### config.mk
export PLATFORM = sky130hd
export DESIGN_NAME = systolic_feeder
export DESIGN_NICKNAME = d
export VERILOG_FILES = /design/src/rtl/systolic_feeder.sv
export SDC_FILE = /design/constraint.sdc
export NUM_CORES = 1
export LEC_CHECK = 0
export ABC_AREA = 0
export CAP_MARGIN = 20
export CORE_AREA = 2 2 191 193
export CTS_CLUSTER_SIZE = 16
export DETAILED_ROUTE_END_ITERATION = 7
export DIE_AREA = 0 0 193 195
export GPL_TIMING_DRIVEN = 0
export PLACE_DENSITY = 0.74
export SYNTH_ARGS = -nofsm -noshare
export SYNTH_HDL_FRONTEND = slang
export SYNTH_SLANG_ARGS = --single-unit
### constraint.sdc
create_clock -name clk -period 1.3 [get_ports clk]
set_clock_uncertainty 0.05 [all_clocks]
set_input_delay 0.39 -clock clk [delete_from_list [all_inputs] [get_ports clk]]
set_output_delay 0.39 -clock clk [all_outputs]
set_load 0.05 [all_outputs]
### src/rtl/systolic_feeder.sv
// Operand feeder for an NxN systolic array: skews A lanes per row and B lanes per column,
// sequences PE clear/enable and flags done. Optional k-slot counter: SYSTOLIC_FEEDER_KCOUNT_EN.
module systolic_feeder #(
  parameter int N      = 8,
  parameter int DATA_W = 8
) (
  input  logic                clk,
  input  logic                rst,
  input  logic                start,
  input  logic                in_valid,
  output logic                in_ready,
  input  logic                in_last,
  input  logic [N*DATA_W-1:0] a_col,
  input  logic [N*DATA_W-1:0] b_row,
  output logic [N*DATA_W-1:0] a_feed,
  output logic [N*DATA_W-1:0] b_feed,
  output logic                pe_clr,
  output logic                pe_en,
  output logic                busy,
  output logic                done,
`ifdef SYSTOLIC_FEEDER_KCOUNT_EN
  output logic [15:0]         k_count,
`endif
  output logic [2:0]          state_dbg
);

  // Handshake: a slot is accepted on a rising edge where in_valid && in_ready; the source
  // holds a_col/b_row/in_last stable while in_valid is high and in_ready is low.

  typedef enum logic [2:0] {
    S_IDLE   = 3'd0,
    S_CLEAR  = 3'd1,
    S_STREAM = 3'd2,
    S_FLUSH  = 3'd3,
    S_DONE   = 3'd4
  } state_t;

  localparam int             CW         = $clog2(2 * N);
  localparam logic [CW-1:0]  FLUSH_LOAD = CW'(2 * N - 1);

  state_t              state, next_state;
  logic [CW-1:0]       flush_cnt;
  logic                accept;
  logic                pe_clr_d, pe_en_d, busy_d, done_d;
  logic [N*DATA_W-1:0] push_a, push_b;

  assign accept    = in_valid && in_ready;
  assign state_dbg = state;

  always_ff @(posedge clk) begin
    if (rst) state <= S_IDLE;
    else     state <= next_state;
  end

  always_comb begin
    next_state = state;
    case (state)
      S_IDLE:   if (start) next_state = S_CLEAR;
      S_CLEAR:  next_state = S_STREAM;
      S_STREAM: if (accept && in_last) next_state = S_FLUSH;
      S_FLUSH:  if (flush_cnt == CW'(1)) next_state = S_DONE;
      S_DONE:   next_state = S_IDLE;
      default:  next_state = S_IDLE;
    endcase
  end

  // Control outputs are decoded from next_state and registered so they align with state.
  always_comb begin
    in_ready = (state == S_STREAM);
    pe_clr_d = (next_state == S_CLEAR);
    pe_en_d  = (next_state == S_STREAM) || (next_state == S_FLUSH);
    busy_d   = (next_state != S_IDLE);
    done_d   = (next_state == S_DONE);
  end

  always_ff @(posedge clk) begin
    if (rst) begin
      pe_clr <= 1'b0;
      pe_en  <= 1'b0;
      busy   <= 1'b0;
      done   <= 1'b0;
    end else begin
      pe_clr <= pe_clr_d;
      pe_en  <= pe_en_d;
      busy   <= busy_d;
      done   <= done_d;
    end
  end

  // Loaded on the final acceptance; the last product reaches PE[N-1][N-1] 2N-1 cycles later.
  always_ff @(posedge clk) begin
    if (rst)                                            flush_cnt <= '0;
    else if (state == S_STREAM && accept && in_last)    flush_cnt <= FLUSH_LOAD;
    else if (state == S_FLUSH)                          flush_cnt <= flush_cnt - CW'(1);
  end

  // Outside STREAM, or with no valid slot, a zero bubble enters the skew line.
  assign push_a = (state == S_STREAM && in_valid) ? a_col : '0;
  assign push_b = (state == S_STREAM && in_valid) ? b_row : '0;

  for (genvar i = 0; i < N; i++) begin : g_lane
    logic [DATA_W-1:0] a_sr [i+1];
    logic [DATA_W-1:0] b_sr [i+1];

    always_ff @(posedge clk) begin
      if (rst || state == S_CLEAR) begin
        for (int s = 0; s <= i; s++) begin
          a_sr[s] <= '0;
          b_sr[s] <= '0;
        end
      end else begin
        a_sr[0] <= push_a[i*DATA_W +: DATA_W];
        b_sr[0] <= push_b[i*DATA_W +: DATA_W];
        for (int s = 1; s <= i; s++) begin
          a_sr[s] <= a_sr[s-1];
          b_sr[s] <= b_sr[s-1];
        end
      end
    end

    assign a_feed[i*DATA_W +: DATA_W] = a_sr[i];
    assign b_feed[i*DATA_W +: DATA_W] = b_sr[i];
  end

`ifdef SYSTOLIC_FEEDER_KCOUNT_EN
  // Cleared as the op starts so the previous total stays visible through DONE and IDLE.
  always_ff @(posedge clk) begin
    if (rst)                               k_count <= '0;
    else if (state == S_IDLE && start)     k_count <= '0;
    else if (accept && k_count != 16'hFFFF) k_count <= k_count + 16'd1;
  end
`endif

endmodule

Word level (Yosys, flattened, before mapping)
Memory sizes are Yosys's and may differ from the RTL's.
Cells that the tools add are included.
{ "totals": {"wordCells": 197, "regBits": 11, "mem_count": 16, "input_bits": 133, "out_inout_bits": 136, "ramBits": 576} }
{ "mem_list": {"columns": ["memory", "depth", "word_bits", "rd", "rd_clocked_by_memory_dff", "wr", "line", "rtl"], "rows": [
  ["g_lane[7].a_sr", 8, 8, 8, 0, 8, "102", "logic [DATA_W-1:0] a_sr [i+1];"],
  ["g_lane[7].b_sr", 8, 8, 8, 0, 8, "103", "logic [DATA_W-1:0] b_sr [i+1];"],
  ["g_lane[6].a_sr", 7, 8, 7, 0, 7, "102", null],
  ["g_lane[6].b_sr", 7, 8, 7, 0, 7, "103", null],
  ["g_lane[5].a_sr", 6, 8, 6, 0, 6, "102", null],
  ["g_lane[5].b_sr", 6, 8, 6, 0, 6, "103", null],
  ["+10 memories", null, null, null, null, null, null, null]
]} }
{ "classes": {"bitwise": 70, "n_reduce_logical": 11, "eq_ne": 8, "n_addsub": 1, "muxes": 85} }
{ "op_table": {"columns": ["cell", "n"], "rows": [
  ["2-to-1 mux 8 bit", 72],
  ["2-to-1 mux 64 bit", 2],
  ["bitwise OR 1 bit", 70],
  ["OR reduction 8 bit", 2],
  ["== test 3 x 2 -> 1 bit, second input constant", 4],
  ["case mux 3 bit (4 select lines)", 1],
  ["2-to-1 mux 3 bit", 3],
  ["2-to-1 mux 4 bit", 2],
  ["== test 3 x 1 -> 1 bit, second input constant", 2],
  ["2-to-1 mux 1 bit", 5],
  ["== test 4 x 1 -> 1 bit, second input constant", 1],
  ["logical AND 1 bit", 4],
  ["subtractor 4 x 1 -> 4 bit, second input constant", 1],
  ["== test 3 bit, second input constant", 1],
  ["logical NOT 3 bit", 1],
  ["nonzero test 3 bit", 1],
  ["logical OR 1 bit", 2],
  ["nonzero test 2 bit", 1]
]} }

Depth between registers and ports, before layout
Gate-level depths: netlist of the first run.
{ "depth": {"depth_word": 7, "mapped_depth": 6} }

Least setup slack after synthesis of the first run
No wires, ideal clock.
{ "synth_path": {"kind": "reg-to-output", "from": "register state[1], in the netlist state_dbg[1]", "to": "output port in_ready", "required_time_ns": 0.860, "n_path_buf": 1, "path_stages_with_launch": 3, "arrival_ns": 2.076, "slack_ns": -1.216, "path_cell_list": "dfxtp_1 -> buf_2 -> nor3b_1"} }
{ "synth_between": {"elab_chain_len": 1} }
{ "synth_lines": {"columns": ["element", "line", "rtl"], "rows": [
  ["from (decl)", "41", "state_t state, next_state;"],
  ["from (signal assigned)", "52", "else state <= next_state;"],
  ["== test 3 x 2 -> 1 bit", "69", "in_ready = (state == S_STREAM);"],
  ["to (decl)", "11", "output logic in_ready,"]
]} }
Every way passes these cells.

Worst setup path in the final report of the first run
{ "layout_path": {"from": "register state[2], in the netlist state_dbg[2]", "to": "output port in_ready"} }
Same word-level chain as after synthesis.

==> results of run 1 <==
power by group through the flow:
stage | sequential (mW) | clock (mW) | combinational, mW
detailed placement | 18.6 | 0 | 1.29
global placement | 18.5 | 0 | 1.27
CTS | 18.2 | 16.4 | 1.36
finish | 18.2 | 16.0 | 1.34
global route | 18.2 | 17.1 | 1.47
floorplan | 18.6 | 0 | 0.503
how the worst max path moves through the flow:
stage / cells after the start / end / start
after floorplan: 2 / in_ready / state_dbg[1]
after global placement: 5 / g_lane[0].a_sr[0][7] / rst
after detailed placement: 5 / g_lane[0].a_sr[0][7] / rst
after CTS: 3 / in_ready / state_dbg[0]
after global routing: 3 / in_ready / state_dbg[2]
final: 3 / in_ready / state_dbg[2]
flip-flops by register name, summed over array words and instances, names as in the netlist:
signal and count:
done 1, busy 1, pe_clr 1, g_lane.b_sr 288, g_lane.a_sr 288, state_dbg 3, flush_cnt 4, pe_en 1
per-layer routing:
metal | wire (um) | GRT usage | share of wire | vias up
met1 | 11000 | 0.162 | 0.39 | 3994
li1 | - | - | - | 4501
met3 | 2640 | 0.0647 | 0.092 | 48
met4 | 661 | 0.0522 | 0.023 | 2
met2 | 14300 | 0.277 | 0.50 | 240
met5 | 10 | 0 | 0.00035 | -
area by class of cell:
cell class / count / area (um^2)
Buffer: 68 / 435
Sequential cell: 587 / 11900
Clock buffer: 77 / 1580
Tap cell: 461 / 577
Fill cell: 2724 / 13300
Timing Repair Buffer: 276 / 3390
Multi-Input combinational cell: 611 / 3890
Clock inverter: 21 / 269
Inverter: 2 / 7.51
cell families (layout without fill, tap and decap cells):
| group | Yosys count | count (layout) |
|---|---|---|
| xor+xnor | 2 | 2 |
| fa+ha+maj | 2 | 2 |
| compound gates | 6 | 6 |
| buf+inv | 141 | 444 |
| simple gates | 601 | 601 |
| flops | 587 | 587 |
metrics by stage:
step           cell area (um^2)  TNS (ps)  instances  worst slack, ps
6_report                  22100   -191440       2103             -548
5_1_grt                   22100   -239030       2103             -609
4_1_cts                   22100   -202210       2103             -564
3_5_place_dp              19800   -470720       2068             -998
3_3_place_gp              19800   -461430       2068            -1010
2_1_floorplan             16600    -72790       1339             -212
worst reg2reg max path: cells and delay by family (launching register included):
kind / cells / cell delay (ps)
buffers and inverters: 5 / 710
and+or+nand+nor: 3 / 500
DFF: 1 / 350
repair_timing:
| action | in CTS | in global routing |
|---|---|---|
| gates resized for setup | 1217 | 10 |
| setup endpoints to repair | 721 | 722 |
| buffers inserted | 8 | 0 |
| pin swaps | 2 | 0 |
cell usage in the layout (no fill, tap or decap), drive strengths merged:
cell type | synthesis | final
or3b | 2 | 2
bufinv | 0 | 6
nor3b | 2 | 2
xnor2 | 1 | 1
or2 | 1 | 1
inv | 2 | 5
clkinv | 0 | 10
xor2 | 1 | 1
ha | 2 | 2
clkdlybuf4s50 | 0 | 132
nor2 | 4 | 4
clkinvlp | 0 | 2
dfxtp | 587 | 587
buf | 123 | 199
nand3b | 2 | 2
nor4 | 2 | 2
a311oi | 1 | 1
o41ai | 1 | 1
a21oi | 2 | 2
a31oi | 2 | 2
clkbuf | 16 | 90
nor3 | 6 | 6
nand2 | 3 | 3
nand2b | 1 | 1
and2 | 576 | 576
nand4b | 2 | 2
==> results.md, run 1 <==
* Floorplan die height at just under 200 um
* Vias at just under 9,000
* Starting utilization of the core area at 0.467
* Tightest slew margin relative to the limit at 0.680
* Diode insertion count for antenna repair at 0
* Commonest cells in the netlist: sky130_fd_sc_hd__dfxtp_1 (587), sky130_fd_sc_hd__and2_1 (576), sky130_fd_sc_hd__buf_4 (75)
* Unrepaired setup endpoints after global routing: yes
* R2r setup slk at -430 ps
* Antenna violations before repair at 2
* Biggest cell delay along the critical path at 360 ps
* Worst Path Max Fanout at 4
* Sinks on the clock net at 587
* Capture endpoint of the worst hold path: g_lane[0].a_sr[0][1]
* Fraction of the mapped netlist area in compound gates at 0.00280
* Library cell occupying the most area in the post-synthesis netlist: sky130_fd_sc_hd__dfxtp_1
* Worst vdd ir at ~1.2 mV
* Root buffer selected by CTS: sky130_fd_sc_hd__clkbuf_16
* Startpoint Class: flop
* Number of global-route vias before repair at 8,976
* Fraction of post-synthesis cell area in the top cell type by area at 0.710
* Wire length of the first global-routing pass at approximately 45 mm
* Multiplexer share of the synthesized area at 0
* Clock tree from TritonCTS: done
* Number of levels in the clock H-tree at 2
* Hold Crit Class: in2reg
* Origin of the worst min-delay path: a_col[1]
* Number of placement rows at 69
* Leakage power of the design at 9.37 nW
* Post-Syn Instances at 1,339
* Clock group share of total power at 0.451
* Maximum number of pins on one net before global-route repair at 16
* Max cap viols at 0
* Die area at 37,600 um^2
* Worst endpoint data arrival time at 1410 ps
* Post-Synth XOR/XNOR Area at 0.00106
* Register bit count reported by yosys at a little under 600
* All-layer global routing usage at 0.155
* WP buf/inv at 2
* Via density at 4.18
* Number of flops mapped to enable cells by yosys at 0
* Fraction of the yosys area taken by sequential cells at 0.710
* Adder-cell area share of the yosys netlist at 0.00151
* Data required time at the worst endpoint at 860 ps
* Fraction of power spent switching nets at 0.200
* Number of buffers created by CTS at 53
* First-pass iteration count of the detailed router at 4
* Main flop type after synthesis: sky130_fd_sc_hd__dfxtp_1
* Fraction of power consumed by sequential logic at 0.512
* Largest buffer count on any clock path at 3
* Ratio of total power to cell area at 1610 nW/um^2
* Synthesis warning total at 0
* Worst Setup Slack, final at -548 ps
* Global placement routability congestion at 0.766
* Post-synth ARST share at 0
* Area contributors post-synth: sky130_fd_sc_hd__dfxtp_1 (71%), sky130_fd_sc_hd__and2_1 (22%), sky130_fd_sc_hd__buf_4 (3.4%), sky130_fd_sc_hd__buf_2 (1.3%), sky130_fd_sc_hd__clkbuf_2 (0.39%)
* Hold bufs inserted after CTS at 0
* Number of remaining DRC errors at 0
* Net count, final at 1,734
* Wirelength, routed at 28.6 mm
* Hold violation count in the final report at 0
* Fin util at 0.624
* Critical R2R Launch: state_dbg[1]
* Hold Path Depth at 2
* Critical path cell sequence: buf_8 -> nor3b_4 -> buf_6
* Remaining antenna violation count at 0
* Number of endpoints failing setup at the final stage at 721
* Post-detailed-route wirelength per cell at 13.6 um
* Post-route minimum period at 1850 ps
* Number of nets in the synthesized netlist at approximately 1,500
* Dominant cell by count in the synthesized netlist: sky130_fd_sc_hd__dfxtp_1
* Combinational family with the most area after synthesis: simple AND/OR/NAND/NOR gates
* Clock input transition at the sequential cells of the worst setup and hold paths at 60 ps
* Sort of element at the end of the critical path: output pin
* Fraction of the mapped netlist area in simple logic gates at 0.229
* Internal power of the cells at around 28 mW
* Total grt overflow at 0
* Synth-to-Final Area Change at 33.4%
* Core region area at roughly 35,000 um^2
* Pin slew with the least headroom to its limit at 479 ps
* Netlist area before placement at 16,500 um^2
* Highest achievable clock rate at approximately 0.54 GHz
* Violated checks: negative setup slack
* Fraction of layout instances using a drive strength above 1 at 0.272
* Die width at 193 um
* Sum of internal, switching and leakage power at 35.5 mW
* Half-perimeter wire length of the detailed placement result at 19.9 mm
* Port bufs at approximately 270
* Post-synth cell types at 30
* 1st-iter DRT viols at 220
* Clock latency reported for the late side of the worst-skew pair at about 560 ps
* Dominant delay contributor by cell family on the critical path: flip-flops
* Critical path class: reg2out
* Mean area per synthesized cell at 12.4 um^2
* Fraction of power consumed by combinational cells at 0.038
* Worst hold margin at 324 ps
* Outcome: finished with violations
* Reported net switching power at approximately 7.1 mW
* Cell with the largest stage delay on the worst path: sky130_fd_sc_hd__dfxtp_4
* Total count of max-transition violations in the final report at 0
* Ratio of final minimum period to clock period at 1.42
* # IOs at 269
* Reg-to-Reg End: g_lane[5].b_sr[2][4]
* Logic depth of the worst register-to-register path at 8
Note: power is estimated with default switching activity, not from simulation.
==> run 2, diff against run 1 <==
Settings changed: SLEW_MARGIN set to 25.
==> results of run 2 <==
Final layout, timing and power as in run 1 (identical DEF).
